==> src/rtl/kb_event_scheduler_pkg.sv <==
// Shared constants, types and helpers for the keyboard/mouse event scheduler.
package kb_pkg;
  localparam logic SRC_KEYBOARD = 1'b0;
  localparam logic SRC_MOUSE    = 1'b1;

  localparam int DROP_W            = 8;
  localparam int KB_DEPTH_DEF      = 8;
  localparam int MS_DEPTH_DEF      = 4;
  localparam int MAX_KB_STREAK_DEF = 4;

  typedef struct packed {
    logic        is_mouse;
    logic [15:0] data;
  } kb_evt_t;

  // Saturating +1 for the drop counters.
  function automatic logic [DROP_W-1:0] sat_inc(input logic [DROP_W-1:0] v);
    return (&v) ? v : v + DROP_W'(1);
  endfunction
endpackage

==> src/rtl/kb_event_scheduler_if.sv <==
// Poller-side and host-side signals of the scheduler.
// slave = the scheduler, master = the environment driving it.
interface kb_event_scheduler_if;
  logic        kb_data_ready;
  logic        kb_is_mouse;
  logic [15:0] kb_data;
  logic        kb_data_retrieved;
  logic        host_enable;
  logic        out_valid;
  logic        out_is_mouse;
  logic [15:0] out_data;
  logic        out_ready;

  modport slave (
    input  kb_data_ready, kb_is_mouse, kb_data, host_enable, out_ready,
    output kb_data_retrieved, out_valid, out_is_mouse, out_data
  );
  modport master (
    output kb_data_ready, kb_is_mouse, kb_data, host_enable, out_ready,
    input  kb_data_retrieved, out_valid, out_is_mouse, out_data
  );
endinterface

==> src/rtl/kb_event_scheduler_fifo.sv <==
// 16-bit synchronous FIFO, power-of-two depth, show-ahead read port.
// Pointers carry one extra wrap bit; a push while full is taken only
// when the same cycle also pops.
module kb_event_fifo
  import kb_pkg::*;
#(
  parameter int DEPTH = KB_DEPTH_DEF
) (
  input  logic        clk,
  input  logic        n_reset,
  input  logic        i_push,
  input  logic [15:0] i_data,
  input  logic        i_pop,
  output logic [15:0] o_data,
  output logic        o_full,
  output logic        o_empty
);
  localparam int AW = $clog2(DEPTH);

  logic [15:0] r_mem [DEPTH];
  logic [AW:0] r_wr, r_rd;
  logic        w_do_push, w_do_pop;

  assign o_empty   = (r_wr == r_rd);
  assign o_full    = (r_wr[AW] != r_rd[AW]) && (r_wr[AW-1:0] == r_rd[AW-1:0]);
  assign w_do_pop  = i_pop && !o_empty;
  assign w_do_push = i_push && (!o_full || w_do_pop);
  assign o_data    = r_mem[r_rd[AW-1:0]];

  // Storage array, no reset needed: pointers define validity.
  always_ff @(posedge clk) begin
    if (w_do_push) r_mem[r_wr[AW-1:0]] <= i_data;
  end

  // Read/write pointers with natural wrap.
  always_ff @(posedge clk or negedge n_reset) begin
    if (!n_reset) begin
      r_wr <= '0;
      r_rd <= '0;
    end else begin
      if (w_do_push) r_wr <= r_wr + 1'b1;
      if (w_do_pop)  r_rd <= r_rd + 1'b1;
    end
  end
endmodule

==> src/rtl/kb_event_scheduler.sv <==
// Drains the poller buffer into per-source FIFOs and hands one event at a
// time to the host, keyboard first but with a bounded keyboard streak.
module kb_event_scheduler
  import kb_pkg::*;
#(
  parameter int KB_DEPTH      = KB_DEPTH_DEF,
  parameter int MS_DEPTH      = MS_DEPTH_DEF,
  parameter int MAX_KB_STREAK = MAX_KB_STREAK_DEF
) (
  input  logic                  clk,
  input  logic                  n_reset,
  kb_event_scheduler_if.slave   io,
  output logic [DROP_W-1:0]     kb_drop_count,
  output logic [DROP_W-1:0]     ms_drop_count
);
  localparam int          SW         = $clog2(MAX_KB_STREAK + 1);
  localparam logic [SW-1:0] STREAK_MAX = SW'(MAX_KB_STREAK);

  logic              r_lockout;
  logic [SW-1:0]     r_streak;
  logic              r_out_valid, r_out_is_mouse;
  logic [15:0]       r_out_data;
  logic [DROP_W-1:0] r_kb_drop, r_ms_drop;

  logic        w_capture, w_kb_push, w_ms_push;
  logic        w_kb_full, w_kb_empty, w_ms_full, w_ms_empty;
  logic [15:0] w_kb_data, w_ms_data;
  logic        w_accept, w_load, w_grant_kb, w_grant_ms;

  // The retrieve pulse is held off during reset so the poller buffer is
  // left alone; lockout hides the poller's one-cycle-late ready clear.
  assign w_capture = io.kb_data_ready && !r_lockout && n_reset;
  assign w_kb_push = w_capture && (io.kb_is_mouse == SRC_KEYBOARD);
  assign w_ms_push = w_capture && (io.kb_is_mouse == SRC_MOUSE);

  assign w_accept   = r_out_valid && io.out_ready;
  assign w_load     = (!r_out_valid || w_accept) && io.host_enable &&
                      (!w_kb_empty || !w_ms_empty);
  assign w_grant_kb = !w_kb_empty && (w_ms_empty || (r_streak < STREAK_MAX));
  assign w_grant_ms = !w_ms_empty && !w_grant_kb;

  kb_event_fifo #(.DEPTH(KB_DEPTH)) u_kb_fifo (
    .clk(clk), .n_reset(n_reset),
    .i_push(w_kb_push), .i_data(io.kb_data), .i_pop(w_load && w_grant_kb),
    .o_data(w_kb_data), .o_full(w_kb_full), .o_empty(w_kb_empty)
  );

  kb_event_fifo #(.DEPTH(MS_DEPTH)) u_ms_fifo (
    .clk(clk), .n_reset(n_reset),
    .i_push(w_ms_push), .i_data(io.kb_data), .i_pop(w_load && w_grant_ms),
    .o_data(w_ms_data), .o_full(w_ms_full), .o_empty(w_ms_empty)
  );

  // Capture lockout: set for exactly the cycle after a retrieve.
  always_ff @(posedge clk or negedge n_reset) begin
    if (!n_reset) r_lockout <= 1'b0;
    else          r_lockout <= w_capture;
  end

  // Output stage and keyboard streak; data holds until accepted.
  always_ff @(posedge clk or negedge n_reset) begin
    if (!n_reset) begin
      r_out_valid    <= 1'b0;
      r_out_is_mouse <= 1'b0;
      r_out_data     <= '0;
      r_streak       <= '0;
    end else if (w_load) begin
      r_out_valid    <= 1'b1;
      r_out_is_mouse <= w_grant_kb ? SRC_KEYBOARD : SRC_MOUSE;
      r_out_data     <= w_grant_kb ? w_kb_data : w_ms_data;
      if (w_grant_kb) r_streak <= (r_streak == STREAK_MAX) ? r_streak : r_streak + 1'b1;
      else            r_streak <= '0;
    end else if (w_accept) begin
      r_out_valid <= 1'b0;
    end
  end

  // Drop counters: a retrieved event that finds its FIFO full and not popping.
  always_ff @(posedge clk or negedge n_reset) begin
    if (!n_reset) begin
      r_kb_drop <= '0;
      r_ms_drop <= '0;
    end else begin
      if (w_kb_push && w_kb_full && !(w_load && w_grant_kb)) r_kb_drop <= sat_inc(r_kb_drop);
      if (w_ms_push && w_ms_full && !(w_load && w_grant_ms)) r_ms_drop <= sat_inc(r_ms_drop);
    end
  end

  assign io.kb_data_retrieved = w_capture;
  assign io.out_valid         = r_out_valid;
  assign io.out_is_mouse      = r_out_is_mouse;
  assign io.out_data          = r_out_data;
  assign kb_drop_count        = r_kb_drop;
  assign ms_drop_count        = r_ms_drop;
endmodule
==> src/flat_wrapper.sv <==
// flat-port wrapper written by rule: the top's interface ports become plain ports
module kb_event_scheduler_flat import kb_pkg::*;
#(
  parameter int KB_DEPTH      = KB_DEPTH_DEF,
  parameter int MS_DEPTH      = MS_DEPTH_DEF,
  parameter int MAX_KB_STREAK = MAX_KB_STREAK_DEF
)
  (clk, n_reset, kb_drop_count, ms_drop_count, io_kb_data_ready, io_kb_is_mouse, io_kb_data, io_host_enable, io_out_ready, io_kb_data_retrieved, io_out_valid, io_out_is_mouse, io_out_data);
  kb_event_scheduler_if io_i ();
  input  logic clk;
  input  logic n_reset;
  output logic [DROP_W-1:0] kb_drop_count;
  output logic [DROP_W-1:0] ms_drop_count;
  input wire logic [$bits(io_i.kb_data_ready)-1:0] io_kb_data_ready;
  input wire logic [$bits(io_i.kb_is_mouse)-1:0] io_kb_is_mouse;
  input wire logic [$bits(io_i.kb_data)-1:0] io_kb_data;
  input wire logic [$bits(io_i.host_enable)-1:0] io_host_enable;
  input wire logic [$bits(io_i.out_ready)-1:0] io_out_ready;
  output wire logic [$bits(io_i.kb_data_retrieved)-1:0] io_kb_data_retrieved;
  output wire logic [$bits(io_i.out_valid)-1:0] io_out_valid;
  output wire logic [$bits(io_i.out_is_mouse)-1:0] io_out_is_mouse;
  output wire logic [$bits(io_i.out_data)-1:0] io_out_data;
  assign io_i.kb_data_ready = io_kb_data_ready;
  assign io_i.kb_is_mouse = io_kb_is_mouse;
  assign io_i.kb_data = io_kb_data;
  assign io_i.host_enable = io_host_enable;
  assign io_i.out_ready = io_out_ready;
  assign io_kb_data_retrieved = io_i.kb_data_retrieved;
  assign io_out_valid = io_i.out_valid;
  assign io_out_is_mouse = io_i.out_is_mouse;
  assign io_out_data = io_i.out_data;
  kb_event_scheduler #(.KB_DEPTH(KB_DEPTH), .MS_DEPTH(MS_DEPTH), .MAX_KB_STREAK(MAX_KB_STREAK)) u_core (.clk(clk), .n_reset(n_reset), .io(io_i), .kb_drop_count(kb_drop_count), .ms_drop_count(ms_drop_count));
endmodule
==> config.mk <==
export PLATFORM = sky130hd
export DESIGN_NAME = kb_event_scheduler_flat
export DESIGN_NICKNAME = d
export VERILOG_FILES = /design/src/rtl/kb_event_scheduler_pkg.sv /design/src/rtl/kb_event_scheduler_if.sv /design/src/rtl/kb_event_scheduler_fifo.sv /design/src/rtl/kb_event_scheduler.sv /design/src/flat_wrapper.sv
export SDC_FILE = /design/constraint.sdc
export NUM_CORES = 1
export LEC_CHECK = 0
export CORE_ASPECT_RATIO = 1.2
export CORE_UTILIZATION = 56
export CTS_CLUSTER_DIAMETER = 30
export DETAILED_ROUTE_END_ITERATION = 8
export PLACE_DENSITY = 0.81
export SYNTH_ARGS = -nofsm -noshare
export SYNTH_HDL_FRONTEND = slang
export SYNTH_SLANG_ARGS = --single-unit
export TNS_END_PERCENT = 30
==> constraint.sdc <==
create_clock -name clk -period 5 [get_ports clk]
set_clock_uncertainty 0.2 [all_clocks]
set_input_delay 1 -clock clk [delete_from_list [all_inputs] [get_ports clk]]
set_output_delay 1 -clock clk [all_outputs]
set_load 0.01 [all_outputs]
==> reports/results.ini <==
[synth]
avgSynthCellArea_um2 = 18.4
synth_top_area_cell = edfxtp_1
ys_ff_latch = 244
synth.area.top_cells = edfxtp_1 59%, dfrtp_1 13%, mux4_2 9.7%
syn_inst = 531
ys_warn_count = 0
ys_seq_area_share_pct = 72.2
synth_top_area_share_pct = 58.9
ys.flop_type = edfxtp_1
synth_cell_type_count = 45
syn_area_mm2 = 0.00979
synth_edf_count = 192
async_flop_share_pct = 21.3
synth_fp_nets = 564

[routing]
dr.pass1.iters = 5
totalWireLength_mm = 21.5
post_drt_via_cell_ratio = 6.25
drc = 0
drt_iter0_markers = 485
vias = 5369
ant_nets = 0
wl_per_cell_um = 25.0

[sta]
slew_viol_final = 0
tightest_slew_ps = 1140
relSlewSlack_pct = 24.1
rsz0062_at_grt = no
period_share_pct = 68.4
setup_viol = 0
final_hold_viol_count = 0
tns_ps = 0
timing.final.ws_setup_ps = 1580
hold_slack_ps = 255
max_freq_mhz = 292
fin_crit_ps = 3420

[clocking]
clock_latency_ps = 510
post_cts_buffers = 0
h-tree-depth = 2
clkSinkCount = 244
path_clk_slew_ps = 50
ctsLongestPathBuffers = 3
ctsResizeCount = 0
root_buffer = clkbuf_16
numCtsBuffers = 36
cts_tree = built
cts_hold_buf = 0

[global_route]
grt_first_pass_wirelength_mm = 33.2
grt_usage_pct = 25.6
overflow = 0
grt_antenna_before_repair = 0
grt_pass1_vias = 5727
grt_max_degree = 37

[floorplanning]
dieHeight_um = 147
fp.coreArea_mm2 = 0.0170
start_util_pct = 57.7
die-width_um = 123
ios = 57
die-area_mm2 = 0.0180
num_rows = 52

[power]
p_int_w = 0.00499
p_sw_w = 0.00201
power.density_mw_per_mm2 = 586
p_leak_nw = 4.30
pwr-share-clk_pct = 37.7
seqPwrFrac_pct = 37.1
ir_worst_vdd_uv = 323
p_sw_share_pct = 28.8
comb_power_share_pct = 25.1

[finish]
final_common_cell = edfxtp_1
n_fill_cell = 948
layout-drive-gt1-share_pct = 24.6
final_cell_area_mm2 = 0.0119
antenna-diode-count = 0
multi_input_area_mm2 = 0.00263
final_cell_mix = 192 x edfxtp_1, 55 x clkdlybuf4s50_1, 54 x nand2_1
instances_no_fill = 859
syn_to_final_growth_pct = 22.0
final-seq-area_mm2 = 0.00707
nets = 648

[placement]
hpwl_mm = 13.1
io_buffers = 56
dp.cells = 793
place_congestion = 0.806
postPlaceCellArea_mm2 = 0.0107
dp_slack_ps = 1350

[worst_setup_path]
reg2reg_depth = 7
r2r_start = u_core.u_ms_fifo.r_rd[0]
cp.required_ps = 3800
r2r-end = u_core.u_kb_fifo.r_mem[2][10]
path_class = in2out
startpoint = io_kb_data_ready
crit_end = io_kb_data_retrieved
cp-start-kind = input pin
path_max_fanout = 2
cp-end-kind = primary output
crit_arrival_ps = 2220
reg2reg_slack_ps = 1820

[worst_hold_path]
hold_class = in2async

[status]
outcome = completed

[run]
max_cap_viol_count = 0

-- registers in the layout, summed over array words and instances, names as in the netlist --
signal / count
u_core.u_kb_fifo.r_mem: 128
u_core.io.out_data: 16
u_core.u_ms_fifo.r_mem: 64
u_core.io.out_is_mouse: 1
u_core.r_streak: 3
u_core.u_kb_fifo.r_rd: 4
u_core.r_lockout: 1
u_core.ms_drop_count: 8
u_core.kb_drop_count: 8
u_core.u_ms_fifo.r_rd: 3
u_core.io.out_valid: 1
u_core.u_ms_fifo.r_wr: 3
u_core.u_kb_fifo.r_wr: 4
-- critical path, cell delays in order --
cell	delay (ps)
clkdlybuf4s50_1	480
nand2_1	70
nor2_1	130
clkdlybuf4s50_1	550
-- power groups by stage --
stage | combinational, W | clock [W] | sequential, W
2_1_floorplan | 0.00119 | 0 | 0.00259
3_3_place_gp | 0.00170 | 0 | 0.00262
3_5_place_dp | 0.00174 | 0 | 0.00263
4_1_cts | 0.00178 | 0.00267 | 0.00260
5_1_grt | 0.00190 | 0.00275 | 0.00263
6_report | 0.00176 | 0.00264 | 0.00260
-- metrics by stage --
step / power (W) / utilization, %
6_report: 0.00700 / 70.4
5_1_grt: 0.00727 / 70.4
4_1_cts: 0.00705 / 70.4
3_5_place_dp: 0.00438 / 62.8
3_3_place_gp: 0.00432 / 62.8
2_1_floorplan: 0.00377 / -
-- layout make-up --
| class | instances | share of cell area, % |
|---|---|---|
| Clock inverter | 22 | 2.49 |
| Clock buffer | 44 | 8.31 |
| Tap cell | 216 | 2.26 |
| Sequential cell | 244 | 59.2 |
| Timing Repair Buffer | 71 | 5.59 |
| Multi-Input combinational cell | 256 | 22.0 |
| Inverter | 6 | 0.189 |
-- worst min path at each step --
stage / from / to / slack (ps) / cells past startpoint
2_1_floorplan: u_core.u_kb_fifo.r_wr[3] / u_core.u_kb_fifo.r_wr[3] / 260 / 1
3_3_place_gp: u_core.r_lockout / u_core.r_lockout / 240 / 1
3_5_place_dp: u_core.r_lockout / u_core.r_lockout / 250 / 1
4_1_cts: n_reset / u_core.u_kb_fifo.r_wr[1] / 250 / 1
5_1_grt: n_reset / u_core.u_kb_fifo.r_wr[1] / 270 / 1
6_report: n_reset / u_core.kb_drop_count[6] / 250 / 1
-- Yosys cell counts (all sizes together), types with 3 or more instances --
cell,instances
and2,3
buf,15
nor4b,4
edfxtp,192
mux2,22
nor4,4
xnor2,17
nor2,4
clkbuf,10
ha,11
nor3,7
o21ai,7
mux4,48
and3,8
dfrtp,52
inv,6
a22oi,16
xor2,14
nand2,55
a31oi,4
nand3,11
nand4,6
-- kinds of logic (layout without fill, tap and decap cells) --
| logic type | Yosys count | after routing | synth area share [%] |
|---|---|---|---|
| flops | 244 | 244 | 72.2 |
| simple gates | 110 | 110 | 5.70 |
| mux | 70 | 70 | 13.8 |
| compound gates | 34 | 34 | 2.40 |
| xor+xnor | 31 | 31 | 2.93 |
| buf+inv | 31 | 143 | 1.58 |
| fa+ha+maj | 11 | 11 | 1.41 |
-- metal layers --
metal  GRT usage [%]  vias up  part of all wire (%)
li1                -     2275                     -
met1            31.5     2786                    38
met2            42.8      237                    52
met3            4.23       71                   5.5
met4            14.3        0                   5.0
met5               0        -                     0
No activity file was read; power rests on OpenSTA's default activity.
